File: src/rtl/io_stream_router.sv
`default_nettype none
// ============================================================================
// Module   : io_stream_router
// Purpose  : Assembles a received UART byte stream into little-endian words.
//            Boot phase: a two-word header (N_I, N_D) is followed by N_I
//            instruction words and N_D data words, which are written to the
//            instruction and data memories. Run phase: completed words feed
//            an input FIFO that serves core input requests. Core output bytes
//            are queued in an output FIFO that drains to the transmitter.
// Ports    : clk, rstn (async, active low)
//            rx_data/rx_valid                 - received byte stream
//            tx_data/tx_valid/tx_ready        - transmitter handshake
//            instr_waddr/instr_wdata/instr_we - instruction write (pulse)
//            data_waddr/data_wdata/data_we/data_ack - data write (held)
//            io_stall                         - high until run phase
//            input_req/input_data/input_data_ready - core input words
//            output_data/output_valid/output_busy  - core output bytes
//            overflow                         - sticky drop flag
// Options  : IO_CHECKSUM_EN - adds a CSUM state that sends the XOR of all
//            loaded bytes to the transmitter before entering run phase.
// Revision : 1.0 - initial release
// ============================================================================
module io_stream_router #(
  parameter int                WORD_BYTES = 4,
  parameter int                ADDR_W     = 32,
  parameter logic [ADDR_W-1:0] DATA_BASE  = 'h40000,
  parameter int                IN_DEPTH   = 16,
  parameter int                OUT_DEPTH  = 16
) (
  input  logic                      clk,
  input  logic                      rstn,
  input  logic [7:0]                rx_data,
  input  logic                      rx_valid,
  output logic [7:0]                tx_data,
  output logic                      tx_valid,
  input  logic                      tx_ready,
  output logic [ADDR_W-1:0]         instr_waddr,
  output logic [8*WORD_BYTES-1:0]   instr_wdata,
  output logic                      instr_we,
  output logic [ADDR_W-1:0]         data_waddr,
  output logic [8*WORD_BYTES-1:0]   data_wdata,
  output logic                      data_we,
  input  logic                      data_ack,
  output logic                      io_stall,
  input  logic                      input_req,
  output logic [8*WORD_BYTES-1:0]   input_data,
  output logic                      input_data_ready,
  input  logic [7:0]                output_data,
  input  logic                      output_valid,
  output logic                      output_busy,
  output logic                      overflow
);

  localparam int              c_W    = 8 * WORD_BYTES;
  localparam int              c_BCW  = (WORD_BYTES > 1) ? $clog2(WORD_BYTES) : 1;
  localparam int              c_IAW  = $clog2(IN_DEPTH);
  localparam int              c_OAW  = $clog2(OUT_DEPTH);
  localparam logic [c_W-1:0]  c_ONE  = {{(c_W-1){1'b0}}, 1'b1};
  localparam logic [ADDR_W-1:0] c_STEP = ADDR_W'(WORD_BYTES);

  typedef enum logic [2:0] {
    HDR_I  = 3'd0,
    HDR_D  = 3'd1,
    LOAD_I = 3'd2,
    LOAD_D = 3'd3,
`ifdef IO_CHECKSUM_EN
    CSUM   = 3'd5,
`endif
    RUN    = 3'd4
  } state_t;

`ifdef IO_CHECKSUM_EN
  localparam state_t c_END = CSUM;
`else
  localparam state_t c_END = RUN;
`endif

  state_t r_state, w_next_state;

  // ---------------- byte assembly ----------------
  logic [c_BCW-1:0] r_byte_cnt;
  logic [c_W-1:0]   r_asm, w_word;
  logic             w_word_done;

  // w_word is the word including the byte arriving this cycle, so a
  // completed word is usable in the same cycle as its last byte.
  always_comb begin
    w_word = r_asm;
    for (int k = 0; k < WORD_BYTES; k++) begin
      if (r_byte_cnt == c_BCW'(k)) w_word[8*k +: 8] = rx_data;
    end
  end
  assign w_word_done = rx_valid && (r_byte_cnt == c_BCW'(WORD_BYTES - 1));

  // ---------------- boot counters / write ports ----------------
  logic [c_W-1:0]    r_n_i, r_n_d, r_icnt, r_dwords, r_dacks;
  logic [ADDR_W-1:0] r_instr_waddr, r_data_waddr;
  logic [c_W-1:0]    r_instr_wdata, r_data_wdata;
  logic              r_instr_we, r_data_we, r_overflow;
  logic [7:0]        r_csum;
  logic              w_ack;

  assign w_ack = r_data_we && data_ack;

  // ---------------- FSM next state ----------------
  always_comb begin
    w_next_state = r_state;
    case (r_state)
      HDR_I:  if (w_word_done) w_next_state = HDR_D;
      HDR_D:  if (w_word_done) begin
                if (r_n_i != '0)       w_next_state = LOAD_I;
                else if (w_word != '0) w_next_state = LOAD_D;
                else                   w_next_state = c_END;
              end
      LOAD_I: if (w_word_done && (r_icnt + c_ONE == r_n_i))
                w_next_state = (r_n_d != '0) ? LOAD_D : c_END;
      // Leave only once the last data write has been accepted.
      LOAD_D: if (w_ack && (r_dacks + c_ONE == r_n_d)) w_next_state = c_END;
`ifdef IO_CHECKSUM_EN
      CSUM:   if (tx_ready) w_next_state = RUN;
`endif
      RUN:    w_next_state = RUN;
      default: w_next_state = HDR_I;
    endcase
  end

  always_ff @(posedge clk or negedge rstn) begin
    if (!rstn) r_state <= HDR_I;
    else       r_state <= w_next_state;
  end

  // ---------------- input FIFO ----------------
  logic [c_W-1:0] r_in_mem [IN_DEPTH];
  logic [c_IAW:0] r_in_wr, r_in_rd, r_req_cnt;
  logic [c_W-1:0] r_input_data;
  logic           r_input_ready;
  logic w_in_empty, w_in_full, w_in_push, w_req_pend, w_in_pop, w_in_bypass;
  logic w_in_write, w_in_drop, w_deliver;

  assign w_in_empty  = (r_in_wr == r_in_rd);
  assign w_in_full   = (r_in_wr[c_IAW] != r_in_rd[c_IAW]) &&
                       (r_in_wr[c_IAW-1:0] == r_in_rd[c_IAW-1:0]);
  assign w_in_push   = (r_state == RUN) && w_word_done;
  // A request arriving this cycle counts, giving one-cycle latency.
  assign w_req_pend  = (r_req_cnt != '0) || input_req;
  assign w_in_pop    = w_req_pend && !w_in_empty;
  // Empty FIFO with a waiting request: hand the new word straight over.
  assign w_in_bypass = w_req_pend && w_in_empty && w_in_push;
  assign w_in_write  = w_in_push && !w_in_full && !w_in_bypass;
  assign w_in_drop   = w_in_push && w_in_full;
  assign w_deliver   = w_in_pop || w_in_bypass;

  always_ff @(posedge clk) begin
    if (w_in_write) r_in_mem[r_in_wr[c_IAW-1:0]] <= w_word;
  end

  // ---------------- output FIFO ----------------
  logic [7:0]     r_out_mem [OUT_DEPTH];
  logic [c_OAW:0] r_out_wr, r_out_rd;
  logic w_out_empty, w_out_full, w_out_push, w_out_drop, w_out_pop, w_in_csum;

  assign w_out_empty = (r_out_wr == r_out_rd);
  assign w_out_full  = (r_out_wr[c_OAW] != r_out_rd[c_OAW]) &&
                       (r_out_wr[c_OAW-1:0] == r_out_rd[c_OAW-1:0]);
  assign w_out_push  = output_valid && !w_out_full;
  assign w_out_drop  = output_valid && w_out_full;
`ifdef IO_CHECKSUM_EN
  assign w_in_csum   = (r_state == CSUM);
`else
  assign w_in_csum   = 1'b0;
`endif
  assign w_out_pop   = !w_in_csum && !w_out_empty && tx_ready;

  always_ff @(posedge clk) begin
    if (w_out_push) r_out_mem[r_out_wr[c_OAW-1:0]] <= output_data;
  end

  // ---------------- datapath registers ----------------
  always_ff @(posedge clk or negedge rstn) begin
    if (!rstn) begin
      r_byte_cnt    <= '0;
      r_asm         <= '0;
      r_n_i         <= '0;
      r_n_d         <= '0;
      r_icnt        <= '0;
      r_dwords      <= '0;
      r_dacks       <= '0;
      r_instr_waddr <= '0;
      r_instr_wdata <= '0;
      r_instr_we    <= 1'b0;
      r_data_waddr  <= DATA_BASE;
      r_data_wdata  <= '0;
      r_data_we     <= 1'b0;
      r_overflow    <= 1'b0;
      r_csum        <= 8'h00;
      r_in_wr       <= '0;
      r_in_rd       <= '0;
      r_req_cnt     <= '0;
      r_input_data  <= '0;
      r_input_ready <= 1'b0;
      r_out_wr      <= '0;
      r_out_rd      <= '0;
    end else begin
      if (rx_valid) begin
        r_asm      <= w_word;
        r_byte_cnt <= w_word_done ? '0 : r_byte_cnt + 1'b1;
      end
      if (r_state == HDR_I && w_word_done) r_n_i <= w_word;
      if (r_state == HDR_D && w_word_done) r_n_d <= w_word;

      // Instruction write: pulse one cycle after the word completes.
      r_instr_we <= (r_state == LOAD_I) && w_word_done;
      if ((r_state == LOAD_I) && w_word_done) begin
        r_instr_wdata <= w_word;
        r_icnt        <= r_icnt + c_ONE;
      end
      if (r_instr_we) r_instr_waddr <= r_instr_waddr + c_STEP;

      // Data write: held until acknowledged; a new word overrides the clear.
      if (w_ack) begin
        r_data_we    <= 1'b0;
        r_data_waddr <= r_data_waddr + c_STEP;
        r_dacks      <= r_dacks + c_ONE;
      end
      if ((r_state == LOAD_D) && w_word_done && !(r_data_we && !data_ack) &&
          (r_dwords != r_n_d)) begin
        r_data_we    <= 1'b1;
        r_data_wdata <= w_word;
        r_dwords     <= r_dwords + c_ONE;
      end

      if (rx_valid && (r_state == LOAD_I || r_state == LOAD_D))
        r_csum <= r_csum ^ rx_data;

      if (w_in_drop || w_out_drop ||
          ((r_state == LOAD_D) && w_word_done && r_data_we && !data_ack))
        r_overflow <= 1'b1;

      if (w_in_write) r_in_wr <= r_in_wr + 1'b1;
      if (w_in_pop)   r_in_rd <= r_in_rd + 1'b1;
      case ({input_req, w_deliver})
        2'b10:   r_req_cnt <= r_req_cnt + 1'b1;
        2'b01:   r_req_cnt <= r_req_cnt - 1'b1;
        default: r_req_cnt <= r_req_cnt;
      endcase
      r_input_ready <= w_deliver;
      if (w_deliver) r_input_data <= w_in_pop ? r_in_mem[r_in_rd[c_IAW-1:0]] : w_word;

      if (w_out_push) r_out_wr <= r_out_wr + 1'b1;
      if (w_out_pop)  r_out_rd <= r_out_rd + 1'b1;
    end
  end

  // ---------------- outputs ----------------
  assign instr_waddr      = r_instr_waddr;
  assign instr_wdata      = r_instr_wdata;
  assign instr_we         = r_instr_we;
  assign data_waddr       = r_data_waddr;
  assign data_wdata       = r_data_wdata;
  assign data_we          = r_data_we;
  assign io_stall         = (r_state != RUN);
  assign input_data       = r_input_data;
  assign input_data_ready = r_input_ready;
  assign output_busy      = w_out_full;
  assign overflow         = r_overflow;
  assign tx_valid         = w_in_csum || !w_out_empty;
  assign tx_data          = w_in_csum   ? r_csum :
                            w_out_empty ? 8'h00  : r_out_mem[r_out_rd[c_OAW-1:0]];

endmodule
`default_nettype wire
File: config.mk
export PLATFORM = sky130hd
export DESIGN_NAME = io_stream_router
export DESIGN_NICKNAME = d
export VERILOG_FILES = /design/src/rtl/io_stream_router.sv
export SDC_FILE = /design/constraint.sdc
export NUM_CORES = 1
export LEC_CHECK = 0
export ABC_CLOCK_PERIOD_IN_PS = 4900
export BUFFER_PORTS_ARGS = -buffer_cell sky130_fd_sc_hd__clkbuf_2
export CORE_UTILIZATION = 60
export DETAILED_ROUTE_END_ITERATION = 10
export PLACE_DENSITY_LB_ADDON = 0.05
export SLEW_MARGIN = 20
export SYNTH_ARGS = -nofsm -noshare
export SYNTH_HDL_FRONTEND = slang
export SYNTH_SLANG_ARGS = --single-unit
File: constraint.sdc
create_clock -name clk -period 4.9 [get_ports clk]
set_input_delay 0.49 -clock clk [delete_from_list [all_inputs] [get_ports clk]]
set_output_delay 0.49 -clock clk [all_outputs]
set_load 0.05 [all_outputs]
==> results.txt <==
Synth Area in XOR/XNOR - 6.04%
pwr/cell area - 617 nW/µm²
largest family of logic cells by synthesized area - multiplexers
GPL Wtd Cong - 0.916
grt ovf - 0
end of the critical path - tx_valid
multiplexer share of the synthesized area - 11.6%
status - complete, no violations
cells after synthesis - 2900
Vias/cell - 6.15
count of cell types in the netlist - 68
Routed met3 length - 7780 µm
CTS Buf Count - 102
leakage power - 0.0185 µW
Sink Count - 1022
DRC viols - 0
Clock Tree Buf Depth - 3
num ports - 198
CTS Root Cell - clkbuf_16
All-Layer GR Usage - 29.4%
CP startpoint kind - flip-flop
Critical R2R Capture - r_in_mem[7][0]
Yosys reg bits - 1022
most frequent cell after synthesis - edfxtp_1
DIE WIDTH - 270 µm
top_reg_cell synth - edfxtp_1
worst slew pin tran - 0.975 ns
initial core utilization - 61.2%
Sequential Power Share - 40.5%
Reg clk slew, reported paths - 0.06 ns
final setup skew - 0.0250 ns
Rows - 97
top post-synthesis cells by area - edfxtp_1, dfrtp_1, mux4_2
post-cts resize count - 0
1st-pass router iterations - 5
Routed met2 length - 51500 µm
Stages on worst setup path - 7
clock share of power - 25.7%
initial antenna violation count - 4
Final setup viols - 0
number of synthesized flops with an enable pin - 640
share of cells above drive strength 1 - 21.3%
HP Class - input port to flip-flop
max incr delay on CP - 0.66 ns
Syn-to-layout area delta - 13.3%
CP max stage cell - dfrtp_2
Worst slew margin - 34.8%
highest metal used - met5
Setup Fix Bufs, Post-CTS - 0
crit-path cells - buf_4 -> xor2_1 -> nor4_1 -> inv_1 -> nor2_1 -> inv_1 -> clkbuf_2
unrepaired setup endpoints after global routing - no
CP arrival - 3.29 ns
most frequent cell on the critical path - inv_1
final period utilization - 77.2%
Psw - 11100 µW
CTS tree - yes
Setup CP Type - flip-flop to primary output
Routed met1 length - 43500 µm
Comb pwr share - 33.8%
worst setup path start - r_out_rd[0]
Hold Vio Cnt, Final - 0
Synth Warn # - 0
Post-Synth Adder-Cell Area - 0.743%
Mapped Area - 43100 µm²
Chip Height - 270 µm
core area - 70500 µm²
clock latency on the worst-skew pair - 0.66 ns
NumNets Final - 3174
largest net degree at the start of global routing - 132
drt wl/cell - 25.4 µm
port bufs - 193
Syn Area/Cell - 14.9 µm²
die area - 72900 µm²
routed vias - 25536
wirelength, routed - 106000 µm
post-synth top area cell - edfxtp_1
dpl hpwl - 68300 µm
CP Buf/Inv Count - 4
internal power - 19100 µW
WHS - 0.129 ns
required time worst endpoint - 4.41 ns
VDD IR max - 0.528 mV
sequential share of the synthesized area - 66.7%
R2R depth - 6
Synth top area share - 44.6%
DR iter-0 viols - 2901
Peak Freq - 264 MHz
fin crit period - 3.78 ns
Final ANT Viol Nets - 0
setup tns final - 0 ns
number of H-tree levels - 3
vias in the first global route - 25539
Max-Cap Viols - 0
crit end category - primary output
Synth Area in Compound Gates - 3.92%
Sw Share - 36.7%
Slew Limit Fails - 0
reg2reg start - r_byte_cnt[1]
R2R Setup Slk - 1.13 ns
top cells by count, synth - edfxtp_1, dfrtp_1, nor2_1
Synth Area in Simple Gates - 8.84%
Synth async-reset ratio - 37.4%
Max Fanout on Critical Path - 14
Top Family by Delay on Critical Path - simple AND/OR/NAND/NOR gates
first-pass GRT wire length - 160000 µm
==> final cells by class <==
class / instances / area (µm²)
timing repair buffer: 277 / 1680
tap: 940 / 1180
clock buffer: 151 / 2950
fill: 4697 / 21700
inverter: 66 / 248
sequential: 1022 / 28800
clock inverter: 38 / 408
multi-input combinational: 1657 / 13600
antenna: 1 / 2.50
==> stage by stage <==
step / power (µW) / util, % / area, µm² / setup WS (ns) / cells
after floorplan: 18900 / - / 43100 / 0.482 / 2903
after global placement: 22200 / 64.5 / 45500 / 1.21 / 3960
after detailed placement: 22500 / 64.5 / 45500 / 1.13 / 3960
after CTS: 30300 / 69.2 / 48800 / 1.07 / 4150
after global routing: 31300 / 69.3 / 48800 / 0.866 / 4151
final: 30100 / 69.3 / 48800 / 1.12 / 4152
==> power by group through the flow <==
stage	Sequential (µW)	Combinational [µW]	Clock, µW
floorplan	13100	5840	0
global placement	12300	9970	0
detailed placement	12300	10200	0
CTS	12200	10200	7870
global route	12300	10800	8200
finish	12200	10200	7750
==> registers in the layout, indices dropped and copies added (netlist names), 2 cells and up <==
signal / cells
r_n_i: 32
r_req_cnt: 5
r_out_mem: 128
r_asm: 32
r_dacks: 32
input_data: 32
data_waddr: 30
r_icnt: 32
r_state: 3
r_in_wr: 5
r_out_wr: 5
instr_wdata: 32
r_n_d: 32
instr_waddr: 30
r_out_rd: 5
data_wdata: 32
r_dwords: 32
r_in_mem: 512
r_in_rd: 5
r_byte_cnt: 2
==> how the worst min path moves through the flow <==
| stage | start | to | slack [ns] | depth (start not counted) |
|---|---|---|---|---|
| detailed placement | r_req_cnt[4] | r_req_cnt[4] | 0.47 | 1 |
| CTS | rx_valid | r_asm[16] | 0.08 | 2 |
| floorplan | rstn | data_waddr[10] | 0.19 | 0 |
| global route | rx_valid | r_asm[16] | 0.13 | 2 |
| finish | rx_valid | r_asm[16] | 0.13 | 2 |
| global placement | data_waddr[31] | data_waddr[31] | 0.46 | 1 |
==> placed cells by master (no fill, tap or decap), drive strengths merged, types with 33 or more instances in the layout <==
cell type / synthesis / final
and3: 33 / 33
a21oi: 149 / 149
o21ai: 102 / 102
xnor2: 153 / 153
buf: 40 / 84
nand4: 72 / 72
clkbuf: 118 / 343
mux4: 200 / 200
xor2: 142 / 142
nand2: 177 / 177
nor2: 232 / 232
nor4: 58 / 58
nor3: 40 / 40
mux2i: 35 / 35
edfxtp: 640 / 640
nand3: 87 / 87
dfrtp: 381 / 381
inv: 66 / 69
==> layer usage <==
| metal | vias up | GRT usage [%] |
|---|---|---|
| met5 | - | 0 |
| met4 | 4 | 8.99 |
| met2 | 998 | 47.3 |
| met3 | 168 | 5.16 |
| met1 | 13071 | 41.5 |
| li1 | 11295 | - |
==> cells by family (layout without fill, tap and decap cells) <==
logic type / count (synthesis) / after routing
DFF: 1022 / 1022
and+or+nand+nor: 781 / 781
AOI/OAI and AO/OA: 303 / 303
xor gates and xnor gates: 296 / 296
muxes: 248 / 248
buffers and inverters: 224 / 532
adders and majority gates: 25 / 25
other: 1 / 5
==> repair_timing <==
item | 4_1_cts | 5_1_grt
setup endpoints to repair | 0 | 0
endpoints found under the hold margin | 27 | 0
hold buffers | 1 | 0
(Power assumes the default switching activity.)
